===== config.mk =====
export PLATFORM = sky130hd
export DESIGN_NAME = player_move_ctrl
export DESIGN_NICKNAME = d
export VERILOG_FILES = /design/src/rtl/player_move_ctrl.sv
export SDC_FILE = /design/constraint.sdc
export NUM_CORES = 1
export LEC_CHECK = 0
export BUFFER_PORTS_ARGS = -buffer_cell sky130_fd_sc_hd__buf_2
export CAP_MARGIN = 10
export CORE_MARGIN = 2
export CORE_UTILIZATION = 50
export DETAILED_ROUTE_END_ITERATION = 12
export PLACE_DENSITY_LB_ADDON = 0.25
export SLEW_MARGIN = 20
export SYNTH_ARGS = -nofsm -noshare
export SYNTH_HDL_FRONTEND = slang
export SYNTH_SLANG_ARGS = --single-unit

===== constraint.sdc =====
create_clock -name clk -period 2 [get_ports clk]
set_input_delay 0.1 -clock clk [delete_from_list [all_inputs] [get_ports clk]]
set_output_delay 0.1 -clock clk [all_outputs]
set_load 0.05 [all_outputs]

===== src/rtl/player_move_ctrl.sv =====
// Initiator side of the player-move handshake: turns direction key pulses into
// a move request, waits for the responder, and owns the player position/state.
module player_move_ctrl #(
  parameter int MAP_WIDTH  = 11,
  parameter int MAP_HEIGHT = 11,
  parameter int START_X    = 5,
  parameter int START_Y    = 10,
  parameter int START_KEYS = 0,
  parameter int TIMEOUT    = 15,
  parameter int COOLDOWN   = 16
) (
  input  logic       clk,
  input  logic       rstn,
  input  logic       key_up,
  input  logic       key_down,
  input  logic       key_left,
  input  logic       key_right,
  output logic       player_ask_move,
  output logic [3:0] player_ask_x,
  output logic [3:0] player_ask_y,
  input  logic       accept_move,
  input  logic [3:0] goto_x,
  input  logic [3:0] goto_y,
  input  logic [3:0] key_num_in,
  output logic [3:0] player_x,
  output logic [3:0] player_y,
  output logic [3:0] key_num,
  output logic [1:0] facing,
  output logic       busy,
  output logic       timeout_err
);

  localparam int TW = (TIMEOUT  > 1) ? $clog2(TIMEOUT + 1)  : 1;
  localparam int CW = (COOLDOWN > 1) ? $clog2(COOLDOWN + 1) : 1;

  typedef enum logic [1:0] {
    S_IDLE,
    S_REQUEST,
    S_WAIT,
    S_COOLDOWN
  } state_t;

  state_t        state_q;
  logic [3:0]    x_q, y_q, keys_q, ask_x_q, ask_y_q;
  logic [1:0]    facing_q;
  logic          ask_move_q, busy_q, terr_q;
  logic [TW-1:0] wait_cnt_q;
  logic [CW-1:0] cool_cnt_q;

  logic          key_any;
  logic          blocked_d;
  logic [1:0]    dir_d;
  logic [3:0]    tgt_x_d, tgt_y_d;

  // Boundary test precedes the +/-1 so the 4-bit target never wraps.
  always_comb begin
    key_any   = key_up | key_down | key_left | key_right;
    dir_d     = facing_q;
    blocked_d = 1'b0;
    tgt_x_d   = x_q;
    tgt_y_d   = y_q;
    if (key_up) begin
      dir_d     = 2'd0;
      blocked_d = (y_q == 4'd0);
      if (!blocked_d) tgt_y_d = y_q - 4'd1;
    end else if (key_down) begin
      dir_d     = 2'd1;
      blocked_d = (y_q >= 4'(MAP_HEIGHT - 1));
      if (!blocked_d) tgt_y_d = y_q + 4'd1;
    end else if (key_left) begin
      dir_d     = 2'd2;
      blocked_d = (x_q == 4'd0);
      if (!blocked_d) tgt_x_d = x_q - 4'd1;
    end else if (key_right) begin
      dir_d     = 2'd3;
      blocked_d = (x_q >= 4'(MAP_WIDTH - 1));
      if (!blocked_d) tgt_x_d = x_q + 4'd1;
    end
  end

  always_ff @(posedge clk or negedge rstn) begin
    if (!rstn) begin
      state_q    <= S_IDLE;
      x_q        <= 4'(START_X);
      y_q        <= 4'(START_Y);
      keys_q     <= 4'(START_KEYS);
      ask_x_q    <= 4'(START_X);
      ask_y_q    <= 4'(START_Y);
      facing_q   <= 2'd0;
      ask_move_q <= 1'b0;
      busy_q     <= 1'b0;
      terr_q     <= 1'b0;
      wait_cnt_q <= '0;
      cool_cnt_q <= '0;
    end else begin
      ask_move_q <= 1'b0;
      terr_q     <= 1'b0;
      unique case (state_q)
        S_IDLE: begin
          if (key_any) begin
            facing_q <= dir_d;
            busy_q   <= 1'b1;
            if (blocked_d) begin
              cool_cnt_q <= '0;
              state_q    <= S_COOLDOWN;
            end else begin
              ask_x_q    <= tgt_x_d;
              ask_y_q    <= tgt_y_d;
              ask_move_q <= 1'b1;
              state_q    <= S_REQUEST;
            end
          end
        end
        S_REQUEST: begin
          wait_cnt_q <= '0;
          state_q    <= S_WAIT;
        end
        S_WAIT: begin
          // An accept on the final wait cycle still commits the move.
          if (accept_move) begin
            x_q        <= goto_x;
            y_q        <= goto_y;
            keys_q     <= key_num_in;
            cool_cnt_q <= '0;
            state_q    <= S_COOLDOWN;
          end else if (wait_cnt_q == TW'(TIMEOUT - 1)) begin
            terr_q     <= 1'b1;
            cool_cnt_q <= '0;
            state_q    <= S_COOLDOWN;
          end else begin
            wait_cnt_q <= wait_cnt_q + 1'b1;
          end
        end
        S_COOLDOWN: begin
          if (cool_cnt_q == CW'(COOLDOWN - 1)) begin
            busy_q  <= 1'b0;
            state_q <= S_IDLE;
          end else begin
            cool_cnt_q <= cool_cnt_q + 1'b1;
          end
        end
        default: state_q <= S_IDLE;
      endcase
    end
  end

  assign player_ask_move = ask_move_q;
  assign player_ask_x    = ask_x_q;
  assign player_ask_y    = ask_y_q;
  assign player_x        = x_q;
  assign player_y        = y_q;
  assign key_num         = keys_q;
  assign facing          = facing_q;
  assign busy            = busy_q;
  assign timeout_err     = terr_q;

endmodule


### Yosys cells after proc, flatten, opt, wreduce, memory -nomap -nowiden

Index checks and enable logic that the tools add are counted.

| word-level totals | value |
|---|---|
| logic and storage cells | 92 |
| register bits | 36 |

| operators by class | value |
|---|---|
| magnitude comparators | 2 |
| $add $sub $neg | 6 |
| mux-type cells | 42 |
| bitwise gates (word level) | 4 |
| equal/unequal tests | 12 |
| reductions and logical operators | 14 |

Operator list:

| cell | number |
|---|---|
| $mux 4 | 12 |
| $mux 5 | 5 |
| $mux 2 | 9 |
| $pmux 5 s3 | 1 |
| $reduce_and 3->1 | 5 |
| $add 4x1->4 const B | 3 |
| $mux 1 | 12 |
| $ne 2x2->1 const B | 6 |
| $ge 4x4->1 const B | 2 |
| $logic_not 4->1 | 2 |
| $pmux 2 s4 | 1 |
| $pmux 4 s2 | 1 |
| $sub 4x1->4 const B | 2 |
| $add 5x1->5 const B | 1 |
| $eq 5x4->1 const B | 1 |
| $reduce_and 5->1 | 1 |
| $eq 2x2->1 const B | 2 |
| $eq 4x4->1 const B | 1 |
| $reduce_bool 2->1 | 2 |
| $reduce_bool 4->1 | 1 |
| $ne 3x3->1 const B | 1 |
| $or 1x1->1 | 3 |
| $reduce_bool 3->1 | 1 |
| $eq 2x1->1 const B | 1 |
| 4 further kinds | 4 |

### Longest topological paths before layout

Gate-level depths: netlist (run 1).

| logic depth | value |
|---|---|
| depth in word-level cells | 8 |
| gate-level depth with buffers | 8 |
| depth with buffers taken out | 7 |

### Worst setup path after synthesis (run 1)

Ideal clock, no wire load.

| timing | value |
|---|---|
| path type | register to register |
| start point | reg y_q[0], in the netlist player_y[0] |
| end point | reg ask_x_q[2], in the netlist player_ask_x[2] |
| stages on the path, launching flop included | 8 |
| arrival | 2.457 ns |
| path buffers | 1 |
| library setup time | 0.085 ns |
| clock period less this slack | 2.542 ns |
| setup slack | -0.542 ns |
| data required time | 1.915 ns |
| path through | dfrtp_1 -> inv_1 -> ha_1 -> or3_4 -> a311oi_4 -> o21a_4 -> buf_6 -> mux2_1 |

| between the ends | value |
|---|---|
| longest elaborated chain between the ends | 5 |
| elaborated cells on any way between the ends | 6 |
| classes of those cells | order compare: 1; mux: 2; bitwise: 1; reduce/logical: 2 |

RTL lines:

| element | line | RTL |
|---|---|---|
| from (decl) | 44 | `logic [3:0] x_q, y_q, keys_q, ask_x_q, ask_y_q;` |
| from (signal assigned) | 85 | `y_q <= 4'(START_Y);` |
| from (signal assigned) | 122 | `y_q <= goto_y;` |
| $ge 4x4->1 | 68 | `blocked_d = (y_q >= 4'(MAP_HEIGHT - 1));` |
| $mux 1 | 66 | `end else if (key_down) begin` |
| $mux 1 * | 62 | `if (key_up) begin` |
| $not 1->1 (no source line) * | -- |  |
| $reduce_and 3->1 (no source line) * | -- |  |
| to (signal assigned) | 87 | `ask_x_q <= 4'(START_X);` |
| to (signal assigned) | 107 | `ask_x_q <= tgt_x_d;` |
| to (decl) | 44 |  |

Mark *: on every way between the ends. The rest lies on a longest branch, timed or not.
A chain may end at the register's enable or synchronous reset.

### Worst setup path in the final report (run 1)

| timing | value |
|---|---|
| start point | reg y_q[1], in the netlist player_y[1] |
| end point | reg ask_y_q[2], in the netlist player_ask_y[2] |

| between the ends | value |
|---|---|
| longest elaborated chain between the ends | 5 |
| elaborated cells on any way between the ends | 12 |
| classes of those cells | add/sub: 2; order compare: 1; mux: 6; bitwise: 1; reduce/logical: 2 |

RTL lines:

| element | line | RTL |
|---|---|---|
| $ge 4x4->1 | 68 |  |
| $mux 1 | 66 |  |
| $mux 1 | 62 |  |
| $not 1->1 (no source line) | -- |  |
| $reduce_and 3->1 (no source line) | -- |  |
| to (signal assigned) | 88 | `ask_y_q <= 4'(START_Y);` |
| to (signal assigned) | 108 | `ask_y_q <= tgt_y_d;` |
| to (decl) | 44 |  |

Several ways; a longest one is shown, not always the timed one.

==> flow_summary.toml, run 1 <==
[outcome]
status = "finished with violations"
violations = "negative setup slack"

[final_layout]
fin_util_pct = 66.9
layout_commonest_cell = "buf_2"
diodes = 0
mostFrequentLayoutCells = "buf_2 (43), buf_4 (37), dfrtp_1 (26)"
layout-drive-gt1-share_pct = 46.8
layout.nets = 329
instances_no_fill = 347
synthToLayoutAreaGrowth_pct = 30.7

[detailed_routing]
wl_met1_um = 2170
route.vias.total = 1850
drt_iter0_drc = 147
wl_met3_um = 213
vias_per_cell = 5.33
dr_wl_met2_um = 2440
wl_per_cell_um = 14.1
top_layer_used = "met4"
routed_wl_um = 4890
postRouteAntennaNets = 0
drc = 0
first_pass_iters = 4

[placed_design]
gp_congestion = 0.808
dp_hpwl_um = 3670
placed_cells = 334
place_ws_ns = -0.148
port-buffer-count = 43

[floorplan]
die_w_um = 70.6
dieArea_um2 = 4980
core_area_um2 = 4320
start_util_pct = 51.2
io_pins = 44
chipHeight_um = 70.6
std_cell_rows = 24

[critical_path]
cp_max_fo = 6
r2r_end = "player_ask_y[2]$_DFFE_PN0P_"
arrival_ns = 2.24
reg2reg_slack_ns = -0.07
r2r-start = "player_y[1]$_DFFE_PN1P_"
worst_setup_path_start_kind = "register"
crit_required_ns = 2.17
endpoint_kind = "register"
reg2reg_depth = 6
critPathCapture = "player_ask_y[2]$_DFFE_PN0P_"
critPathKind = "register to register"
cp-startpoint = "player_y[1]$_DFFE_PN1P_"

[timing]
fmax_mhz = 483
finalCriticalPeriod_ns = 2.07
finalHoldViolations = 0
fin_hold_ws_ns = 0.0374
drv_slew = 0
finalSetupViolations = 7
slew_headroom_pct = 46.4
fin_ws_ns = -0.0714
period_share_pct = 104
fin_skew_ns = 0.00961
rsz0062_at_grt = "true"
worst_pin_slew_ns = 0.804

[clock_network]
clock_sinks = 36
cts_tree = "yes"
cts.path.max_buffers = 2
clk_pin_slew_ns = 0.07
cts_root_buf = "clkbuf_8"
htree_levels = 2
clk_latency_ns = 0.29
numCtsBuffers = 5

[yosys]
synthesis.nets = 246
synthAdderAreaFrac_pct = 9.04
synth_seq_cells = 36
seq_area_frac_synth_pct = 41.1
synth_xor_area_share_pct = 1.58
syn-cell-area_um2 = 2210
synthArstFlopShare_pct = 100
yosys.area_share.simple_pct = 16.0
synth_ff_type = "dfrtp_1"
syn_inst = 211
yosysUniqueCellTypes = 55
ys_warn_count = 0
synth_mux_area_share_pct = 9.49
synth_edf_count = 0
synth_top_family_by_area = "compound AO/OA/AOI/OAI gates"
synth_compound_area_share_pct = 17.3
synth_area_per_cell_um2 = 10.5

[flow_run]
max-cap-violations = 0

[grt]
grt_first_pass_wirelength_um = 8160
grt_antenna_before_repair = 0
track_usage_pct = 20.9
grt_pass1_vias = 1889
grt_max_degree = 37
gr-total-overflow = 0

[min_path]
hold_depth = 2
hold_path_class = "input pin to register"

[pwr]
peakVddDrop_v = 0.00126
p_leak_nw = 1.38
p_total_mw = 5.41
power_density_nw_per_um2 = 1870
logic make-up (layout without fill, tap and decap cells):
group | count (synthesis) | after routing
AND/OR/NAND/NOR | 65 | 65
AO/OA/AOI/OAI | 50 | 50
flip-flops | 36 | 36
buffers and inverters | 21 | 105
multiplexers | 19 | 19
adder cells (fa/ha/maj) | 16 | 16
XOR/XNOR | 4 | 4
timing repair:
item,in CTS,in global routing
gates resized for setup,2,5
gates cloned,0,0
buffers inserted,2,2
setup endpoints to repair,13,14
pin swaps,4,1
hold buffers,1,0
endpoints found under the hold margin,28,0
worst max-delay path, cell delays in order (launching register included):
cell and delay [ns]:
dfstp_4 0.64, inv_4 0.04, ha_4 0.15, and4bb_1 0.21, a311oi_4 0.34, o21a_4 0.27, mux2_4 0.31
flip-flops by register name, summed over array words and instances, names as in the netlist:
register,cells
timeout_err,1
player_ask_y,4
key_num,4
wait_cnt_q,4
player_ask_move,1
state_q,2
facing,2
player_y,4
busy,1
cool_cnt_q,5
player_x,4
player_ask_x,4
where the power goes:
part,switching (mW),leakage (nW),internal (mW)
sequential,0.244,0.430,1.12
clock,0.259,0.0552,0.370
combinational,2.02,0.899,1.40
total,2.52,1.38,2.89
cells in the mapped netlist (3+ instances only):
library cell,n,area share [%]
dfrtp_1,28,32
nor2_1,18,3.1
ha_1,16,9.0
mux2_2,15,7.6
inv_1,14,2.4
nand2_1,14,2.4
a21oi_1,10,2.3
o21ai_0,10,2.3
dfstp_2,8,9.5
a31oi_1,6,1.7
buf_6,4,2.0
nor3_1,4,0.90
mux2i_1,3,1.4
nand2b_1,3,0.85
nand3_1,3,0.68
o211ai_1,3,1.0
or3_1,3,0.85
metrics by stage:
stage	TNS, ns	instance area [µm²]
2_1_floorplan	-1.55	2250
3_3_place_gp	-0.488	2720
3_5_place_dp	-1.00	2720
4_1_cts	-0.405	2860
5_1_grt	-0.970	2890
6_report	-0.292	2890
cell type report:
type / count / area, µm²
Clock buffer: 6 / 72.6
Clock inverter: 2 / 35.0
Fill cell: 344 / 1430
Inverter: 14 / 55.1
Multi-Input combinational cell: 154 / 1220
Sequential cell: 36 / 917
Tap cell: 52 / 65.1
Timing Repair Buffer: 83 / 526
per-layer routing:
layer	track usage, %	vias to the layer above
li1	-	918
met1	26.1	883
met2	35.8	42
met3	5.13	7
met4	6.92	0
met5	0	-
worst min-delay path by stage:
stage,endpoint,slack [ns],startpoint
4_1_cts,key_num[2]$_DFFE_PN0P_,0.03,key_num_in[2]
6_report,key_num[2]$_DFFE_PN0P_,0.04,key_num_in[2]
3_5_place_dp,wait_cnt_q[3]$_DFFE_PN0P_,0.24,rstn
3_3_place_gp,wait_cnt_q[2]$_DFFE_PN0P_,0.23,rstn
5_1_grt,player_x[1]$_DFFE_PN0P_,0.03,goto_x[1]
2_1_floorplan,busy$_DFFE_PN0P_,-0.20,rstn
No activity file was read; power rests on OpenSTA's default activity.
==> run 2, diff against run 1 <==
CORE_ASPECT_RATIO = 0.8   (was default)
SLEW_MARGIN = 10   (was 20)
==> flow_summary.toml, run 2 (synthesis results as in run 1) <==
[clock_network]
clk_pin_slew_ns = 0.08
clk_latency_ns = 0.29
cts_tree = "yes"
cts_root_buf = "clkbuf_8"
clock_sinks = 36
numCtsBuffers = 5
htree_levels = 2
cts.path.max_buffers = 2

[floorplan]
dieArea_um2 = 4980
std_cell_rows = 21
start_util_pct = 52.4
chipHeight_um = 63.5
die_w_um = 78.4
core_area_um2 = 4230
io_pins = 44

[critical_path]
slowest_delay_ns = 0.65
critPathKind = "register to register"
cp_max_fo = 7
cp_slowest_cell = "dfstp_4"
path_cells = "inv_4, ha_4, and4bb_1, a311oi_4, a2111oi_4, buf_6, buf_6, a32o_1"
crit_required_ns = 2.18
worst_setup_path_start_kind = "register"
endpoint_kind = "register"
reg2reg_slack_ns = -0.10
path_common_cell = "buf_6"
arrival_ns = 2.28

[placed_design]
place_ws_ns = -0.142
dpl_cell_area_um2 = 2670
dp_hpwl_um = 3510
gp_congestion = 0.844
placed_cells = 332
port-buffer-count = 43

[final_layout]
regMostFlops = "cool_cnt_q"
mostFrequentLayoutCells = "buf_2 (43), buf_4 (30), dfrtp_1 (26)"
layout.nets = 326
seqCellArea_um2 = 917
layout_commonest_cell = "buf_2"
layout-drive-gt1-share_pct = 47.3
fin_util_pct = 69.2
multi_input_area_um2 = 1250
fillers = 321
synthToLayoutAreaGrowth_pct = 32.1
fin_area_um2 = 2930
instances_no_fill = 349
largest_register_ffs = 5
diodes = 0

[timing]
drv_slew = 0
period_share_pct = 105
fin_skew_ns = 0.00135
finalHoldViolations = 0
finalSetupViolations = 12
fin_ws_ns = -0.101
finalCriticalPeriod_ns = 2.10
rsz0062_at_grt = "true"
fmax_mhz = 476
tns_ns = -0.466
slew_headroom_pct = 45.8
fin_hold_ws_ns = 0.0399
worst_pin_slew_ns = 0.812

[detailed_routing]
first_pass_iters = 4
routed_wl_um = 4850
drt_iter0_drc = 100
route.vias.total = 1827
wl_per_cell_um = 13.9
vias_per_cell = 5.23
drc = 0
postRouteAntennaNets = 0

[flow_run]
max-cap-violations = 0

[grt]
grt_antenna_before_repair = 0
grt_max_degree = 37
grt_pass1_vias = 1721
gr-total-overflow = 0
grt_first_pass_wirelength_um = 8160
track_usage_pct = 20.9

[outcome]
violations = "negative setup slack"
status = "finished with violations"

[pwr]
peakVddDrop_v = 0.000918
p_total_mw = 5.53
p_leak_nw = 1.38
power_density_nw_per_um2 = 1890

[min_path]
hold_path_class = "input pin to register"
[run 2: changes by cell type in the layout (fill, tap and decap cells not counted), sizes merged]
cell      before  now
buf           82   79
clkbuf         6    5
clkinvlp       0    1
[run 2: final timing paths]
check                                            startpoint                     endpoint  cells after the start
worst max register to register      player_y[1]$_DFFE_PN1P_    cool_cnt_q[1]$_DFFE_PN0P_                      8
max in group asynchronous                              rstn      player_x[1]$_DFFE_PN0P_                      2
worst max-delay path                player_y[1]$_DFFE_PN1P_    cool_cnt_q[1]$_DFFE_PN0P_                      8
worst min register to register  player_ask_y[3]$_DFFE_PN1P_  player_ask_y[3]$_DFFE_PN1P_                      2
min in group asynchronous                              rstn    player_ask_move$_DFF_PN0_                      2
worst min-delay path                          key_num_in[2]       key_num[2]$_DFFE_PN0P_                      2
[run 2: per-layer routing]
metal	share of wire (%)	GRT usage (%)
met4	1.2	7.46
met1	50	29.6
met3	3.2	4.01
met2	46	32.1
met5	0	0
[run 2: power breakdown]
part,switching [mW],internal [mW],total [mW],leakage [nW]
Clock,0.279,0.369,0.648,0.0541
Sequential,0.224,1.11,1.34,0.430
Combinational,2.07,1.47,3.55,0.895
Total,2.58,2.96,5.53,1.38
[run 2: final cells by class]
type                       instances  area share, %
clock buffer                       5           2.35
inverter                          14           1.88
timing repair buffer              80           17.7
clock inverter                     3           1.45
multi-input combinational        154           42.8
sequential                        36           31.4
tap                               57           2.44
[run 2: timing repair]
item                                    CTS  global route
resized for setup                         6            10
pin swaps                                 3             4
hold buffers                              1             0
endpoints found under the hold margin    28             0
endpoints found under the setup margin   13            14
setup buffers                             6             3
[run 2: worst max-delay path: cells and delay by family, from the launching register on]
kind | cells | cell delay [ns]
simple gates | 1 | 0.21
fa+ha+maj | 1 | 0.15
flops | 1 | 0.65
compound gates | 3 | 0.67
buf+inv | 3 | 0.31
==> run 3, diff against run 2 <==
CORE_UTILIZATION = 55   (was 50)
clock period = 2.2 ns   (was 2 ns; I/O delays follow)
==> flow_summary.toml, run 3 (synthesis results as in run 1) <==
[final_layout]
mostFrequentLayoutCells = "buf_2 (43), dfrtp_1 (26), nor2_1 (18)"
layout_commonest_cell = "buf_2"
regMostFlops = "cool_cnt_q"
diodes = 0
layout.nets = 303
largest_register_ffs = 5
synthToLayoutAreaGrowth_pct = 19.9
fin_util_pct = 69.3
layout-drive-gt1-share_pct = 40.1
fillers = 298

[timing]
period_share_pct = 95.6
fmax_mhz = 475
finalHoldViolations = 0
drv_slew = 0
worst_pin_slew_ns = 0.808
tns_ns = 0
fin_skew_ns = 0.00421
slew_headroom_pct = 46.1
rsz0062_at_grt = "false"
finalCriticalPeriod_ns = 2.10
finalSetupViolations = 0

[pwr]
internal_power_mw = 2.27
power_density_nw_per_um2 = 1680
combPwrFrac_pct = 60.3
peakVddDrop_v = 0.00101
p_sw_share_pct = 49.3
p_seq_share_pct = 28.7
p_leak_nw = 1.24
power_switching_mw = 2.21
p_clk_share_pct = 11.0

[floorplan]
io_pins = 44
chipHeight_um = 60.8
core_area_um2 = 3830
std_cell_rows = 20
start_util_pct = 57.8
dieArea_um2 = 4550
die_w_um = 74.9

[clock_network]
htree_levels = 2
clk_latency_ns = 0.29
numCtsBuffers = 5
clock_sinks = 36
cts-resized-gates = 0
clk_pin_slew_ns = 0.07
cts_root_buf = "clkbuf_8"
cts_tree = "yes"
cts.path.max_buffers = 2

[critical_path]
reg2reg_slack_ns = 0.1
endpoint_kind = "register"
crit_required_ns = 2.38
critPathKind = "register to register"
arrival_ns = 2.29
cp_max_fo = 10
reg2reg_depth = 7
worst_setup_path_start_kind = "register"
r2r-start = "player_y[1]$_DFFE_PN1P_"
r2r_end = "cool_cnt_q[0]$_DFFE_PN0P_"

[detailed_routing]
drt_iter0_drc = 111
drc = 0
postRouteAntennaNets = 0
vias_per_cell = 5.49
routed_wl_um = 4680
wl_per_cell_um = 14.4
first_pass_iters = 4
route.vias.total = 1779

[grt]
grt_pass1_vias = 1668
grt_antenna_before_repair = 0
grt_first_pass_wirelength_um = 7640
grt_max_degree = 37
track_usage_pct = 22.6
gr-total-overflow = 0

[outcome]
status = "completed"

[placed_design]
gp_congestion = 0.926
dp_hpwl_um = 3420
port-buffer-count = 43

[min_path]
min_to = "player_x[2]$_DFFE_PN1P_"
hold_path_class = "input pin to register"
hold_start = "goto_x[2]"
hold_depth = 2

[flow_run]
max-cap-violations = 0
## run 3: cell count changes in the layout (fill, tap and decap cells not counted), moves of 2 or more
cell    change
buf_4      -17
buf_6       -6
mux2_2      +3
mux2_4      -4
nor2_1      +2
## run 3: area by class of cell
| cell class | instances | area, µm² | share of cell area, % |
|---|---|---|---|
| Clock buffer | 6 | 82.6 | 3.11 |
| Sequential cell | 36 | 917 | 34.5 |
| Multi-Input combinational cell | 154 | 1200 | 45.1 |
| Clock inverter | 2 | 10.0 | 0.377 |
| Inverter | 14 | 55.1 | 2.07 |
| Timing Repair Buffer | 57 | 323 | 12.2 |
| Tap cell | 55 | 68.8 | 2.59 |
## run 3: worst max-delay path by stage
stage,cells past startpoint,startpoint,end
after floorplan,7,player_y[1]$_DFFE_PN1P_,player_ask_x[2]$_DFFE_PN1P_
after global placement,6,player_y[1]$_DFFE_PN1P_,cool_cnt_q[2]$_DFFE_PN0P_
after detailed placement,6,player_y[1]$_DFFE_PN1P_,cool_cnt_q[0]$_DFFE_PN0P_
after CTS,6,player_y[1]$_DFFE_PN1P_,cool_cnt_q[0]$_DFFE_PN0P_
after global routing,8,player_y[1]$_DFFE_PN1P_,player_ask_y[3]$_DFFE_PN1P_
final,7,player_y[1]$_DFFE_PN1P_,cool_cnt_q[0]$_DFFE_PN0P_
## run 3: repair_timing
item                                    4_1_cts  5_1_grt
hold endpoints to repair                     28        0
setup buffers                                 1        1
endpoints found under the setup margin        3       11
pin swaps                                     1        2
hold buffers                                  1        0
## run 3: metrics by stage
step                cell area, µm²  worst slack [ns]  hold WS [ns]  total power, mW  std cells
finish                        2660            0.0969        0.0485             4.47        324
global route                  2660           0.00441        0.0454             4.78        324
CTS                           2650            0.0238        0.0460             4.46        323
detailed placement            2540           -0.0168         0.240             3.94        313
global placement              2540            0.0481         0.242             3.87        313
floorplan                     2240           -0.0333        -0.186             3.32        211
## run 3: layer usage
metal / GRT usage [%] / wire length (µm)
met5: 0 / 0
met4: 8.16 / 26
met3: 5.32 / 190
met2: 36.0 / 2210
met1: 30.5 / 2250
## run 3: power groups by stage
stage / sequential (mW) / clock [mW] / combinational (mW)
floorplan: 2.05 / 0 / 1.27
global placement: 1.28 / 0 / 2.59
detailed placement: 1.30 / 0 / 2.64
CTS: 1.28 / 0.495 / 2.69
global route: 1.33 / 0.526 / 2.92
finish: 1.28 / 0.490 / 2.70
## run 3: critical path, cell delays in order (launching register included)
cell       delay (ns)
dfstp_4          0.68
ha_2             0.20
or3_4            0.13
a311oi_4         0.11
a2111oi_4        0.36
buf_4            0.22
nand2_2          0.07
a22o_1           0.23
